===== src/rtl/filter_pkg.sv =====
// Shared definitions for the channel-multiplexed (1,2,1)/4 smoothing filter:
// tap weights, output shift, scheduler states and the per-channel delay context.
package filter_pkg;

    localparam int W_DEF = 8;

    localparam int TAP0  = 1;
    localparam int TAP1  = 2;
    localparam int TAP2  = 1;
    localparam int SHIFT = 2;

    typedef enum logic [1:0] {
        IDLE,
        COMPUTE,
        OUTPUT
    } state_t;

    typedef struct packed {
        logic [W_DEF-1:0] d1;
        logic [W_DEF-1:0] d2;
    } ctx_t;

endpackage


===== src/rtl/fir3_kernel.sv =====
// Combinational 3-tap (1,2,1)/4 step: one new sample plus a 2-deep delay context
// in, filtered sample plus the shifted context out. Shared by every filter user.
module fir3_kernel
    import filter_pkg::*;
#(
    parameter int W = W_DEF
) (
    input  logic [W-1:0] x,
    input  logic [W-1:0] d1,
    input  logic [W-1:0] d2,
    output logic [W-1:0] y,
    output logic [W-1:0] new_d1,
    output logic [W-1:0] new_d2
);

    localparam logic [W+1:0] K0 = (W+2)'(TAP0);
    localparam logic [W+1:0] K1 = (W+2)'(TAP1);
    localparam logic [W+1:0] K2 = (W+2)'(TAP2);

    // Two guard bits hold the full weighted sum, so the shift below is exact.
    function automatic logic [W-1:0] scale_out(input logic [W+1:0] s);
        return W'(s >> SHIFT);
    endfunction

    logic [W+1:0] sum;

    always_comb begin
        sum    = K2 * {2'b00, d2} + K1 * {2'b00, d1} + K0 * {2'b00, x};
        y      = scale_out(sum);
        new_d1 = x;
        new_d2 = d1;
    end

endmodule


===== src/rtl/filter_channel_scheduler.sv =====
// Round-robin scheduler sharing one fir3_kernel across NCH channels, each with its
// own delay context that is swapped in for one compute cycle and written back.
module filter_channel_scheduler
    import filter_pkg::*;
#(
    parameter int NCH = 4,
    parameter int W   = W_DEF
) (
    input  logic                   CLK,
    input  logic                   RST,
    input  logic [NCH-1:0]         in_valid,
    input  logic [NCH*W-1:0]       in_data,
    output logic [NCH-1:0]         in_ready,
    input  logic                   clr_en,
    input  logic [$clog2(NCH)-1:0] clr_ch,
    output logic                   out_valid,
    output logic [W-1:0]           out_data,
    output logic [$clog2(NCH)-1:0] out_ch,
    input  logic                   out_ready
);

    localparam int CW = $clog2(NCH);

    state_t        state;
    logic [CW-1:0] rr_ptr;
    logic [CW-1:0] grant_idx;
    logic          grant_found;

    logic [W-1:0]  x_p0;
    logic [CW-1:0] ch_p0;

    logic [W-1:0]  ctx_d1 [NCH];
    logic [W-1:0]  ctx_d2 [NCH];

    logic [W-1:0]  k_y;
    logic [W-1:0]  k_d1;
    logic [W-1:0]  k_d2;

    // Search starts at rr_ptr and wraps, so the last served channel goes to the back.
    always_comb begin
        int c;
        c           = 0;
        grant_found = 1'b0;
        grant_idx   = '0;
        for (int i = 0; i < NCH; i++) begin
            c = int'(rr_ptr) + i;
            if (c >= NCH) c = c - NCH;
            if (!grant_found && in_valid[c]) begin
                grant_found = 1'b1;
                grant_idx   = CW'(c);
            end
        end
    end

    always_comb begin
        in_ready = '0;
        if (state == IDLE && grant_found) in_ready[grant_idx] = 1'b1;
    end

    fir3_kernel #(
        .W(W)
    ) u_kernel (
        .x      (x_p0),
        .d1     (ctx_d1[ch_p0]),
        .d2     (ctx_d2[ch_p0]),
        .y      (k_y),
        .new_d1 (k_d1),
        .new_d2 (k_d2)
    );

    always_ff @(posedge CLK) begin
        if (RST) begin
            state     <= IDLE;
            rr_ptr    <= '0;
            x_p0      <= '0;
            ch_p0     <= '0;
            out_valid <= 1'b0;
            out_data  <= '0;
            out_ch    <= '0;
            for (int c = 0; c < NCH; c++) begin
                ctx_d1[c] <= '0;
                ctx_d2[c] <= '0;
            end
        end else begin
            case (state)
                // stage p0: capture the granted sample and its channel
                IDLE: begin
                    if (grant_found) begin
                        x_p0  <= in_data[int'(grant_idx)*W +: W];
                        ch_p0 <= grant_idx;
                        state <= COMPUTE;
                    end
                end
                // stage p1: filter against the channel context and write it back
                COMPUTE: begin
                    out_data       <= k_y;
                    out_ch         <= ch_p0;
                    out_valid      <= 1'b1;
                    ctx_d1[ch_p0]  <= k_d1;
                    ctx_d2[ch_p0]  <= k_d2;
                    state          <= OUTPUT;
                end
                // stage p2: hold the result until the consumer takes it
                OUTPUT: begin
                    if (out_ready) begin
                        out_valid <= 1'b0;
                        rr_ptr    <= (int'(ch_p0) == NCH - 1) ? '0 : ch_p0 + CW'(1);
                        state     <= IDLE;
                    end
                end
                default: state <= IDLE;
            endcase

            // Placed after the write-back so a same-channel clear takes priority.
            if (clr_en && int'(clr_ch) < NCH) begin
                ctx_d1[clr_ch] <= '0;
                ctx_d2[clr_ch] <= '0;
            end
        end
    end

endmodule


===== config.mk =====
export PLATFORM = sky130hd
export DESIGN_NAME = filter_channel_scheduler
export DESIGN_NICKNAME = d
export VERILOG_FILES = /design/src/rtl/filter_pkg.sv /design/src/rtl/fir3_kernel.sv /design/src/rtl/filter_channel_scheduler.sv
export SDC_FILE = /design/constraint.sdc
export NUM_CORES = 1
export LEC_CHECK = 0
export ABC_AREA = 0
export ABC_CLOCK_PERIOD_IN_PS = 4000
export CAP_MARGIN = 5
export CORE_ASPECT_RATIO = 0.7
export CORE_UTILIZATION = 40
export CTS_BUF_LIST = sky130_fd_sc_hd__clkbuf_8
export DETAILED_ROUTE_END_ITERATION = 8
export PLACE_DENSITY_LB_ADDON = 0.08
export SYNTH_ARGS = -nofsm -noshare
export SYNTH_HDL_FRONTEND = slang
export SYNTH_HIERARCHICAL = 1
export SYNTH_SLANG_ARGS = --single-unit

===== constraint.sdc =====
create_clock -name CLK -period 4 [get_ports CLK]
set_clock_uncertainty 0.15 [all_clocks]
set_input_delay 0.8 -clock CLK [delete_from_list [all_inputs] [get_ports CLK]]
set_output_delay 0.8 -clock CLK [all_outputs]
set_load 0.03 [all_outputs]

Word level (Yosys, flattened, before mapping):

Memories as Yosys holds them, arrays and structs flattened. A register that Yosys moved wholly into a read port is not among the register bits.
Index checks and enable logic that the tools add are counted.

* shifts and indexed selects: 1
* reduce and logical (&&, ||, !) cells: 18
* order comparisons: 10
* multiplexer cells: 57
* add/sub/neg operators: 10
* equal/unequal tests: 5

Operator list (count)
* 32-bit by 4-bit less-than comparator with 1-bit output, second input constant: 4
* 32-bit two-way mux: 4
* 8-bit two-way mux: 4
* 8-bit OR reduction: 4
* 32-bit by 6-bit indexed part select with 8-bit output: 1
* 2-bit two-way mux: 15
* 1-bit two-way mux: 26
* 3-bit by 3-bit subtractor with 4-bit output, second input constant: 3
* 10-bit by 8-bit adder with 10-bit output: 1
* 8-bit by 9-bit adder with 10-bit output: 1
* 3-bit >= comparator, second input constant: 3
* 1-bit binary-select mux with 2-bit select: 4
* 2-bit AND reduction: 4
* 2-bit by 2-bit adder with 3-bit output, second input constant: 2
* 2-bit one-hot mux with 3 select lines: 1
* 1-bit logical AND: 5
* 2-bit by 1-bit == test with 1-bit output, second input constant: 2
* 4-bit two-way mux: 1
* 2-bit inequality test, second input constant: 2
* 2-bit by 3-bit subtractor with 4-bit output, second input constant: 1
* 2-bit by 1-bit adder with 3-bit output, second input constant: 1
* 2-bit by 3-bit >= comparator with 1-bit output, second input constant: 1
* 1-bit logical NOT: 3
* 2-bit by 3-bit less-than comparator with 1-bit output, second input constant: 1
* 7 further kinds: 7

* memories: 2
* output and inout port bits: 15
* register bits after elaboration: 25
* word-level logic and storage cells: 110
* input port bits: 42
* RAM bits: 64

Memories
* ctx_d1: words 4, width 8, read ports 1, clocked after Yosys merged registers in 1, wr ports 4, line filter_channel_scheduler.sv:32 `logic [W-1:0] ctx_d1 [NCH];`
* ctx_d2: words 4, width 8, read ports 1, clocked after Yosys merged registers in 1, wr ports 4, line filter_channel_scheduler.sv:33 `logic [W-1:0] ctx_d2 [NCH];`

Depth between registers and ports, before layout:

* depth after elaboration: 20
* mapped depth: 13
* depth with buffers taken out: 11

Hierarchy:

The synthesis kept the hierarchy.

Modules (own cells, without submodules)
* filter_channel_scheduler: cells each 441, area an instance 4152.7 sq um, seq. area each 1821.7 sq um, times used 1
* fir3_kernel: cells each 65, area an instance 593.1 sq um, seq. area each 0.0 sq um, times used 1

Least setup slack after synthesis:

OpenSTA, ideal clock, no wires.

* path kind: input port to output port
* start point: in in_valid[3]
* end point: out in_ready[0]
* slack: 0.815 ns
* stages: 4
* path buffers: 1
* required time: 3.050 ns
* arrival: 2.235 ns
* path through: nor2_1 -> a311o_1 -> clkbuf_1 -> nor3b_1

* cells in the longest elaborated chain, start to end: 18
* elaborated cells on any way between the ends: 33
* classes of those cells: order compare (2); mux (23); reduce/logical (8)

Ends and longest elaborated chain
* from (decl): line filter_channel_scheduler.sv:11 `input logic [NCH-1:0] in_valid,`
* 1-bit binary-select mux with 2-bit select: line filter_channel_scheduler.sv:48 `if (!grant_found && in_valid[c]) begin`
* 1-bit two-way mux (implied by the code) (2 in a row): line filter_channel_scheduler.sv:48
* 1-bit two-way mux: line filter_channel_scheduler.sv:48
* 1-bit logical NOT: line filter_channel_scheduler.sv:48
* 1-bit logical AND: line filter_channel_scheduler.sv:48
* 1-bit two-way mux: line filter_channel_scheduler.sv:48
* 1-bit logical NOT: line filter_channel_scheduler.sv:48
* 1-bit logical AND: line filter_channel_scheduler.sv:48
* 1-bit two-way mux: line filter_channel_scheduler.sv:48
* 1-bit logical NOT: line filter_channel_scheduler.sv:48
* 1-bit logical AND: line filter_channel_scheduler.sv:48
* 2-bit two-way mux: line filter_channel_scheduler.sv:48
* 2-bit by 3-bit less-than comparator with 1-bit output (implied by the code) or 2-bit by 1-bit >= comparator with 1-bit output (tied branches): line filter_channel_scheduler.sv:57 `if (state == IDLE && grant_found) in_ready[grant_idx] = 1'b1;`
* 1-bit logical AND (implied by the code): line filter_channel_scheduler.sv:57
* 1-bit two-way mux (implied by the code): line filter_channel_scheduler.sv:57
* 1-bit demux with 2-bit select: line filter_channel_scheduler.sv:57
* 4-bit two-way mux *: line filter_channel_scheduler.sv:57
* to (decl): line filter_channel_scheduler.sv:13 `output logic [NCH-1:0] in_ready,`

Every way passes the cells marked *; elsewhere a longest branch is shown, timed or not. The select of a mux whose other input is x is not followed.

Final worst setup path:

Ends and elaborated chain as after synthesis.

==> flow_summary.yaml <==
run_status:
  status: "finished clean"
grt:
  grt_pass1_wl_microns: 20110
  grt_pass1_vias: 3776
  globalRouteOverflowTotal: 0
  grt_max_degree: 34
  track_usage_pct: 21.31
  antenna_found_initial: 0
route:
  route.met3.wl_microns: 668
  drtPass1Iterations: 4
  ant_nets: 0
  route.detailed.drc: 0
  via_per_inst: 5.483
  wirelength_microns: 12470
  wl_met1_microns: 6065
  wl_per_cell_microns: 18.02
  wl_met2_microns: 5682
  highest_layer: "met4"
  initialDrtViolationCount: 194
  vias: 3794
synth:
  synth_top_area_cell: "dfxtp_1"
  yosysSeqAreaShare_pct: 38.39
  yosys-top-cells-area: "dfxtp_1, mux4_2, a21oi_1"
  syn-cell-area_sq_mm: 0.004746
  async_flop_share_pct: 0
  yosysMostFrequentCell: "dfxtp_1"
  synth.top_cell.area_share_pct: 38.39
  ys.flop_type: "dfxtp_1"
  synth_edf_count: 0
  postSynthCellCount: 506
  synthTopCellsByCount: "dfxtp_1, a21oi_1, nand2_1"
  syn_avg_cell_area_sq_um: 9.379
  syn_nets: 564
  synth_warnings: 6
  ys_ff_latch: 91
  synth_cell_types: 49
setup_path:
  cpPeakStageDelay_ns: 0.54
  end_kind: "primary output"
  cp.arrival_ns: 2.49
  cp_common_cell: "buf_4"
  cp-startpoint: "in_valid[3]"
  worstPathRequired_ns: 3.05
  crit_chain: "clkdlybuf4s50_1, nor2_1, a311o_1, buf_4, nor3b_1, buf_4"
  worstPathMaxFanout: 10
  startpoint_type: "input port"
  path_class: "in2out"
  cp_slowest_cell: "clkdlybuf4s50_1"
sta:
  finalHoldViolations: 0
  tns_ns: 0
  period_share_pct: 86.02
  rsz0062_at_grt: "false"
  setup_viol: 0
  drv_slew: 0
  fmax_ghz: 0.2906
  fin_crit_ns: 3.441
  worst_slew_pin_slew_ns: 0.8840
  slew_headroom_pct: 41.00
  holdWs_ns: 0.3106
finish:
  area_growth_pct: 15.90
  seqCellArea_sq_mm: 0.001822
  fin_nets: 592
  multiInputGateArea_sq_mm: 0.002587
  utilization_pct: 48.71
  final_layout_size_suffix_gt1_share_pct: 12.24
  final_area_sq_mm: 0.005500
  final_cells: 692
  fillCellCount: 1065
  antenna_cells: 0
clock_network:
  cts_buffer_depth: 2
  post_cts_resize_count: 0
  htreeDepth: 3
  cts_tree: "yes"
  clockRootBuffer: "clkbuf_8"
  postCtsSetupBuffers: 0
  cts_hold_buffers: 0
  numCtsBuffers: 9
  path_clk_slew_ns: 0.09
  clk-insertion-delay-late_ns: 0.35
  numClockSinks: 91
floorplanning:
  design.core.area_sq_mm: 0.01129
  die_w_microns: 132.2
  fp.dieH_microns: 93.13
  rows: 32
  die_area_sq_mm: 0.01231
  io_pins: 57
  start_util_pct: 42.03
min_path:
  hold_class: "reg2reg"
  min-delay-start: "out_data[1]"
placed_design:
  hpwl_microns: 8636
  place_area_sq_mm: 0.005281
  place_congestion: 0.8295
  dp_cells: 676
  io_buffers: 56
power:
  power.density_mw_per_mm2: 359.3
  cellLeakagePower_nw: 2.060
  peakVddDrop_v: 0.0001295
job:
  cap_violations: 0
critical path: cells and delay by family:
family                 cells  cell delay (ns)
AO/OA/AOI/OAI              1             0.45
buffers and inverters      3             0.95
AND/OR/NAND/NOR            2             0.29
where the power goes:
part	leakage [nW]	switching, W	internal [W]	total [W]
clock network	0.119	0.000320	0.000365	0.000685
logic	1.20	0.000168	0.000142	0.000310
registers	0.736	0.0000475	0.000934	0.000981
final cells by class:
type,instances,share of cell area [%]
inverters,8,0.5460
well taps,153,3.480
clock buffers,10,2.502
repair buffers,70,11.83
clock inverters,6,1.479
flip-flops and latches,91,33.12
multi-input cells,354,47.04
flip-flops by register name, summed over array words and instances, names as in the netlist, named ones only:
| signal | cells |
|---|---|
| ch_p0 | 2 |
| ctx_d1 | 32 |
| ctx_d2 | 32 |
| out_ch | 2 |
| out_data | 8 |
| out_valid | 1 |
| rr_ptr | 2 |
| state | 2 |
| x_p0 | 8 |
worst paths after layout:
kind | endpoint | slack (ns) | cells past startpoint
setup / recovery | in_ready[0] | 0.56 | 6
hold / removal | out_data[1] | 0.31 | 2
setup reg to reg | out_data[5] | 0.61 | 10
hold reg to reg | out_data[1] | 0.31 | 2
layout by cell type (no fill, tap or decap), types with 4 or more instances in the layout:
cell / synthesis / routed
dfxtp_1: 91 / 91
a21oi_1: 69 / 69
nand2_1: 57 / 57
clkdlybuf4s50_1: 0 / 51
nor2_1: 45 / 45
nand3b_1: 42 / 42
nor3b_1: 18 / 18
mux2i_1: 18 / 18
buf_4: 19 / 18
mux4_2: 16 / 16
a22oi_1: 16 / 16
inv_1: 8 / 10
clkbuf_8: 0 / 10
o221ai_1: 8 / 8
ha_1: 8 / 8
fa_1: 8 / 8
nand2b_1: 5 / 5
xnor2_1: 4 / 4
cell families (layout without fill, tap and decap cells):
| kind of cell | Yosys count | after routing | synth area share (%) |
|---|---|---|---|
| AOI/OAI and AO/OA | 109 | 109 | 14.08 |
| xor gates and xnor gates | 6 | 6 | 1.107 |
| adders and majority gates | 16 | 16 | 5.484 |
| buffers and inverters | 61 | 94 | 7.356 |
| DFF | 91 | 91 | 38.39 |
| muxes | 34 | 34 | 11.39 |
| and+or+nand+nor | 189 | 189 | 22.20 |
metal layers:
metal | track usage [%] | vias to the layer above
met2 | 34.08 | 95
met1 | 29.70 | 1855
met3 | 4.173 | 4
met4 | 5.077 | 0
met5 | 0 | -
li1 | - | 1840
stage by stage:
step | setup slack [ns] | total power [W]
2_1_floorplan | 0.8155 | 0.001211
3_3_place_gp | 0.5950 | 0.001309
3_5_place_dp | 0.5757 | 0.001313
4_1_cts | 0.5666 | 0.001997
5_1_grt | 0.4391 | 0.002068
6_report | 0.5590 | 0.001976
Power figures use the tool's default switching activity.
